**config.mk**
```make
export PLATFORM = sky130hd
export DESIGN_NAME = pc_sequencer
export DESIGN_NICKNAME = d
export VERILOG_FILES = /design/src/rtl/pc_pkg.sv /design/src/rtl/pc_ras.sv /design/src/rtl/pc_sequencer.sv
export SDC_FILE = /design/constraint.sdc
export NUM_CORES = 1
export LEC_CHECK = 0
export BUFFER_PORTS_ARGS = -buffer_cell sky130_fd_sc_hd__buf_4
export CAP_MARGIN = 25
export CORE_MARGIN = 4
export CORE_UTILIZATION = 52
export CTS_BUF_LIST = sky130_fd_sc_hd__clkbuf_8
export DETAILED_ROUTE_END_ITERATION = 6
export PLACE_DENSITY = 0.89
export REMOVE_ABC_BUFFERS = 1
export SLEW_MARGIN = 10
export SYNTH_ARGS = -nofsm -noshare
export SYNTH_HDL_FRONTEND = slang
export SYNTH_SLANG_ARGS = --single-unit
export TNS_END_PERCENT = 1
```
**constraint.sdc**
```tcl
create_clock -name clk -period 4.7 [get_ports clk]
set_clock_uncertainty 0.05 [all_clocks]
set_input_delay 0.94 -clock clk [delete_from_list [all_inputs] [get_ports clk]]
set_output_delay 0.94 -clock clk [all_outputs]
set_load 0.01 [all_outputs]
```
**src/rtl/pc_pkg.sv**
```systemverilog
// Shared types and default vectors for the fetch PC sequencer and its return-address stack.
package pc_pkg;

  typedef enum logic [1:0] {BOOT, RUN, HALT} pc_state_t;

  typedef enum logic [2:0] {EXC, RET, BR, JMP, SEQ} pc_src_t;

  localparam logic [31:0] DEF_RESET_VECTOR = 32'h0040_0000;
  localparam logic [31:0] DEF_EXC_VECTOR   = 32'h8000_0180;

endpackage

```
**src/rtl/pc_ras.sv**
```systemverilog
// Circular return-address stack: push overwrites the oldest entry when full, pop on empty is a no-op.
// Updates land one clock after push/pop/clear; clear wins over push and pop.
module pc_ras
  import pc_pkg::*;
#(
  parameter int unsigned N         = 32,
  parameter int unsigned RAS_DEPTH = 4
) (
  input  logic         clk,
  input  logic         reset,
  input  logic         push,
  input  logic         pop,
  input  logic         clear,
  input  logic [N-1:0] push_data,
  output logic [N-1:0] top,
  output logic         empty,
  output logic         full
);

  localparam int unsigned PW = $clog2(RAS_DEPTH);
  localparam int unsigned CW = $clog2(RAS_DEPTH + 1);

  logic [N-1:0]  mem [RAS_DEPTH];
  logic [PW-1:0] ptr;
  logic [PW-1:0] ptr_dec;
  logic [CW-1:0] cnt;

  // ptr is the next free slot, so the top lives one below it.
  assign ptr_dec = ptr - PW'(1);
  assign top     = mem[ptr_dec];
  assign empty   = (cnt == '0);
  assign full    = (cnt == CW'(RAS_DEPTH));

  always_ff @(posedge clk or negedge reset) begin
    if (!reset) begin
      for (int i = 0; i < RAS_DEPTH; i++) mem[i] <= '0;
      ptr <= '0;
      cnt <= '0;
    end else if (clear) begin
      ptr <= '0;
      cnt <= '0;
    end else if (push && pop && !empty) begin
      mem[ptr_dec] <= push_data;
    end else if (push) begin
      mem[ptr] <= push_data;
      ptr      <= ptr + PW'(1);
      if (!full) cnt <= cnt + CW'(1);
    end else if (pop && !empty) begin
      ptr <= ptr_dec;
      cnt <= cnt - CW'(1);
    end
  end

endmodule

```
**src/rtl/pc_sequencer.sv**
```systemverilog
// Fetch PC sequencer: priority next-PC select, BOOT/RUN/HALT sequencing, optional RAS under PC_SEQ_RAS_EN.
// Redirects appear on PCValue one clock after the request; enable=0 stalls everything except exc_req.
module pc_sequencer
  import pc_pkg::*;
#(
  parameter int unsigned  N            = 32,
  parameter logic [N-1:0] RESET_VECTOR = N'(DEF_RESET_VECTOR),
  parameter logic [N-1:0] EXC_VECTOR   = N'(DEF_EXC_VECTOR),
  parameter int unsigned  RAS_DEPTH    = 4
) (
  input  logic         clk,
  input  logic         reset,
  input  logic         enable,
  input  logic         halt,
  input  logic         exc_req,
  input  logic         branch_taken,
  input  logic [N-1:0] branch_target,
  input  logic         jump,
  input  logic [N-1:0] jump_target,
  input  logic         call,
  input  logic         ret,
  output logic [N-1:0] PCValue,
  output logic [N-1:0] PCPlus4,
  output logic         pc_valid,
  output logic         misaligned,
  output logic         ras_empty,
  output logic         ras_full
);

  pc_state_t    state, state_nxt;
  pc_src_t      src;
  logic [N-1:0] pc, pc_nxt, target, ret_target;
  logic         mis, mis_nxt, redirect;
  logic         ras_push, ras_pop, ras_clear;

  assign PCValue    = pc;
  assign PCPlus4    = pc + N'(4);
  assign pc_valid   = (state == RUN);
  assign misaligned = mis;

`ifdef PC_SEQ_RAS_EN
  logic [N-1:0] ras_top;

  pc_ras #(
    .N        (N),
    .RAS_DEPTH(RAS_DEPTH)
  ) u_ras (
    .clk      (clk),
    .reset    (reset),
    .push     (ras_push),
    .pop      (ras_pop),
    .clear    (ras_clear),
    .push_data(PCPlus4),
    .top      (ras_top),
    .empty    (ras_empty),
    .full     (ras_full)
  );

  assign ret_target = ras_empty ? jump_target : ras_top;
`else
  localparam int unsigned unused_depth = RAS_DEPTH;
  logic unused_ras;

  assign unused_ras = ^{call, ras_push, ras_pop, ras_clear};
  assign ret_target = jump_target;
  assign ras_empty  = 1'b1;
  assign ras_full   = 1'b0;
`endif

  always_comb begin
    src    = SEQ;
    target = PCPlus4;
    if (exc_req) begin
      src    = EXC;
      target = EXC_VECTOR;
    end else if (ret) begin
      src    = RET;
      target = ret_target;
    end else if (branch_taken) begin
      src    = BR;
      target = branch_target;
    end else if (jump) begin
      src    = JMP;
      target = jump_target;
    end
  end

  assign redirect = (src == RET) || (src == BR) || (src == JMP);

  always_comb begin
    state_nxt = state;
    pc_nxt    = pc;
    mis_nxt   = mis;
    ras_push  = 1'b0;
    ras_pop   = 1'b0;
    ras_clear = 1'b0;
    case (state)
      BOOT: state_nxt = RUN;
      RUN: begin
        // exc_req acts even while stalled and overrides any RAS traffic.
        if (exc_req) begin
          pc_nxt    = EXC_VECTOR;
          ras_clear = 1'b1;
        end else if (enable) begin
          ras_push = call;
          ras_pop  = ret;
          if (redirect && (target[1:0] != 2'b00)) begin
            pc_nxt  = EXC_VECTOR;
            mis_nxt = 1'b1;
          end else begin
            pc_nxt = target;
          end
        end
        if (enable && halt) state_nxt = HALT;
      end
      HALT: begin
        if (exc_req) begin
          state_nxt = RUN;
          pc_nxt    = EXC_VECTOR;
          ras_clear = 1'b1;
        end
      end
      default: state_nxt = BOOT;
    endcase
  end

  always_ff @(posedge clk or negedge reset) begin
    if (!reset) begin
      state <= BOOT;
      pc    <= RESET_VECTOR;
      mis   <= 1'b0;
    end else begin
      state <= state_nxt;
      pc    <= pc_nxt;
      mis   <= mis_nxt;
    end
  end

endmodule
```
==> flow_summary.json <==
{
  "post-route-drc-count": 0,
  "yosys_most_used_dff": "dfrtp_1",
  "place_hpwl_microns": 7500,
  "synth.distinct_cells": 71,
  "post-place-cells": 533,
  "cts_buffers": 5,
  "num_rows": 26,
  "power_density_nw_per_um2": 235,
  "required_ns": 3.71,
  "yosys-mux-area-fraction": 0,
  "swShare": 0.333,
  "dr.pass1.iters": 5,
  "clkPwrFrac": 0.293,
  "p_total_w": 0.000946,
  "arrival_ns": 2.41,
  "die_y_microns": 82.9,
  "synthXorXnorAreaFrac": 0.0691,
  "cts-htree-levels": 2,
  "seqPwrFrac": 0.384,
  "insertion_delay_ns": 0.30,
  "gr-total-overflow": 0,
  "cp_max_fo": 8,
  "combPwrFrac": 0.322,
  "drive_gt1_frac": 0.365,
  "worstMarginPinSlew_ns": 0.888,
  "drt-total-wl_microns": 10400,
  "hold_viol": 0,
  "synth_edf_count": 0,
  "synth-simple-area-share": 0.230,
  "crit_type": "reg -> out",
  "clock_tree.root_cell": "clkbuf_8",
  "wl_per_cell_microns": 19.2,
  "viasPerCell": 6.34,
  "yosysSeqAreaShare": 0.301,
  "grt_pass1_wl_microns": 16400,
  "ctsHoldBuffers": 0,
  "cts_sinks": 35,
  "core_area_sq_um": 5270,
  "cts.repair.resized": 0,
  "end_kind": "primary output",
  "p_leak_nw": 1.89,
  "period_share": 0.723,
  "area_delta_synth_final_pct": 37.9,
  "fin_crit_ns": 3.40,
  "postSynth.asyncResetShare": 1.00,
  "tns_ns": 0,
  "synth-seq-cells": 35,
  "fp.dieW_microns": 82.9,
  "final_nets": 544,
  "cts_tree": "built",
  "synth_compound_area_frac": 0.323,
  "final_max_slew_viol_count": 0,
  "synth_cells": 348,
  "port_buffers": 137,
  "synth_top_family_by_area": "compound AO/OA/AOI/OAI gates",
  "peakVddDrop_uv": 143,
  "vias": 3432,
  "syn_area_sq_um": 2910,
  "rsz0062_at_grt": "false",
  "n_antenna_cell": 0,
  "holdCritPathClass": "reg -> reg",
  "clk_pin_slew_ns": 0.08,
  "slew_headroom": 0.407,
  "synth_fa_ha_area_frac": 0.00429,
  "track_usage": 0.286,
  "drt_iter0_markers": 400,
  "antenna_found_initial": 0,
  "pin_count": 141,
  "ant_nets": 0,
  "yosysWarnings": 0,
  "clock.fmax_ghz": 0.294,
  "place.gp.congestion": 0.904,
  "cap_violations": 0,
  "cts-root-to-sink-buffers": 2,
  "stdcell_count": 541,
  "fin_ws_ns": 1.30,
  "post-cts-setup-buffers": 0,
  "grt_max_degree": 36,
  "p_int_w": 0.000631,
  "die_area_sq_um": 6870,
  "cp-start-kind": "flop",
  "setup_viol": 0,
  "dp_slack_ns": 1.21,
  "p_sw_w": 0.000315,
  "grt_pass1_vias": 3263,
  "avgSynthCellArea_sq_um": 8.37,
  "start_util": 0.553,
  "status": "finished clean"
}
==> worst paths after layout <==
kind / depth (start not counted) / slack, ns / end / start
hold / removal: 1 / 0.43 / misaligned / misaligned
setup reg to reg: 7 / 2.22 / PCValue[21] / PCValue[0]
min in group asynchronous: 1 / 0.54 / PCValue[2] / reset
hold reg to reg: 1 / 0.43 / misaligned / misaligned
setup / recovery: 7 / 1.30 / PCPlus4[22] / PCValue[2]
max in group asynchronous: 1 / 3.71 / PCValue[22] / reset
==> logic make-up after synthesis <==
| family | after synthesis |
|---|---|
| buffers and inverters | 37 |
| XOR/XNOR | 23 |
| AO/OA/AOI/OAI | 126 |
| AND/OR/NAND/NOR | 124 |
| flip-flops | 35 |
| adder cells (fa/ha/maj) | 1 |
| other | 2 |
==> synth_stat cells, types with 4 or more instances <==
cell | count | area share
o31ai_1 | 5 | 0.013
nand2_1 | 36 | 0.046
dfrtp_1 | 34 | 0.29
nand3_1 | 13 | 0.022
a211oi_1 | 7 | 0.018
nor2b_1 | 6 | 0.013
a21o_1 | 8 | 0.021
or3_1 | 5 | 0.011
buf_2 | 4 | 0.0069
and3_1 | 5 | 0.011
nand2b_1 | 6 | 0.013
inv_1 | 9 | 0.012
o21a_1 | 6 | 0.015
buf_4 | 6 | 0.015
o21ai_0 | 10 | 0.017
a21oi_1 | 17 | 0.029
o22ai_1 | 15 | 0.032
nand4_1 | 8 | 0.017
xnor2_1 | 20 | 0.060
a22oi_1 | 4 | 0.010
clkbuf_1 | 11 | 0.014
a221oi_1 | 10 | 0.030
nor2_1 | 22 | 0.028
==> registers in the layout, indices dropped and copies added, names as in the netlist <==
name        flops
PCValue        32
misaligned      1
state           2
==> worst max-delay path, stage by stage (launching register included) <==
cell and delay [ns]:
dfrtp_1 0.47, ha_1 0.26, nand2_1 0.13, nor2_1 0.47, nand2_1 0.30, nor2_1 0.18, xor2_1 0.16, buf_4 0.14
==> power by group through the flow <==
stage                     Sequential (W)  Combinational (W)  Clock, W
after floorplan                 0.000369           0.000129         0
after global placement          0.000366           0.000294         0
after detailed placement        0.000368           0.000300         0
after CTS                       0.000362           0.000302  0.000279
after global routing            0.000367           0.000327  0.000293
final                           0.000364           0.000305  0.000277
==> layer usage <==
metal,global-route usage,wire length [microns]
met1,0.354,3920
met2,0.492,5110
met3,0.0574,1080
met4,0.0996,272
met5,0,0
==> final cells by class <==
class | count | area (sq um)
clock buffers | 5 | 68.8
clock inverters | 3 | 43.8
fillers | 386 | 1250
inverters | 10 | 37.5
multi-input cells | 276 | 1840
flip-flops and latches | 35 | 877
well taps | 70 | 87.6
repair buffers | 142 | 1070
==> cell usage in the layout (no fill, tap or decap), types with 7 or more instances in the layout <==
master    synthesis  layout
buf_4             6     142
nand2_1          36      36
dfrtp_1          34      34
nor2_1           22      22
xnor2_1          20      20
a21oi_1          17      16
o22ai_1          15      15
nand3_1          13      13
o21ai_0          10      10
a221oi_1         10      10
inv_1             9       9
nand4_1           8       8
a21o_1            8       8
a211oi_1          7       7
==> through the flow <==
step           hold slack [ns]  utilization  area (sq um)
5_1_grt                  0.455        0.763          4020
2_1_floorplan            0.462            -          2750
3_5_place_dp             0.413        0.741          3910
3_3_place_gp             0.401        0.741          3910
4_1_cts                  0.432        0.763          4020
6_report                 0.429        0.763          4020
(Power assumes the default switching activity.)
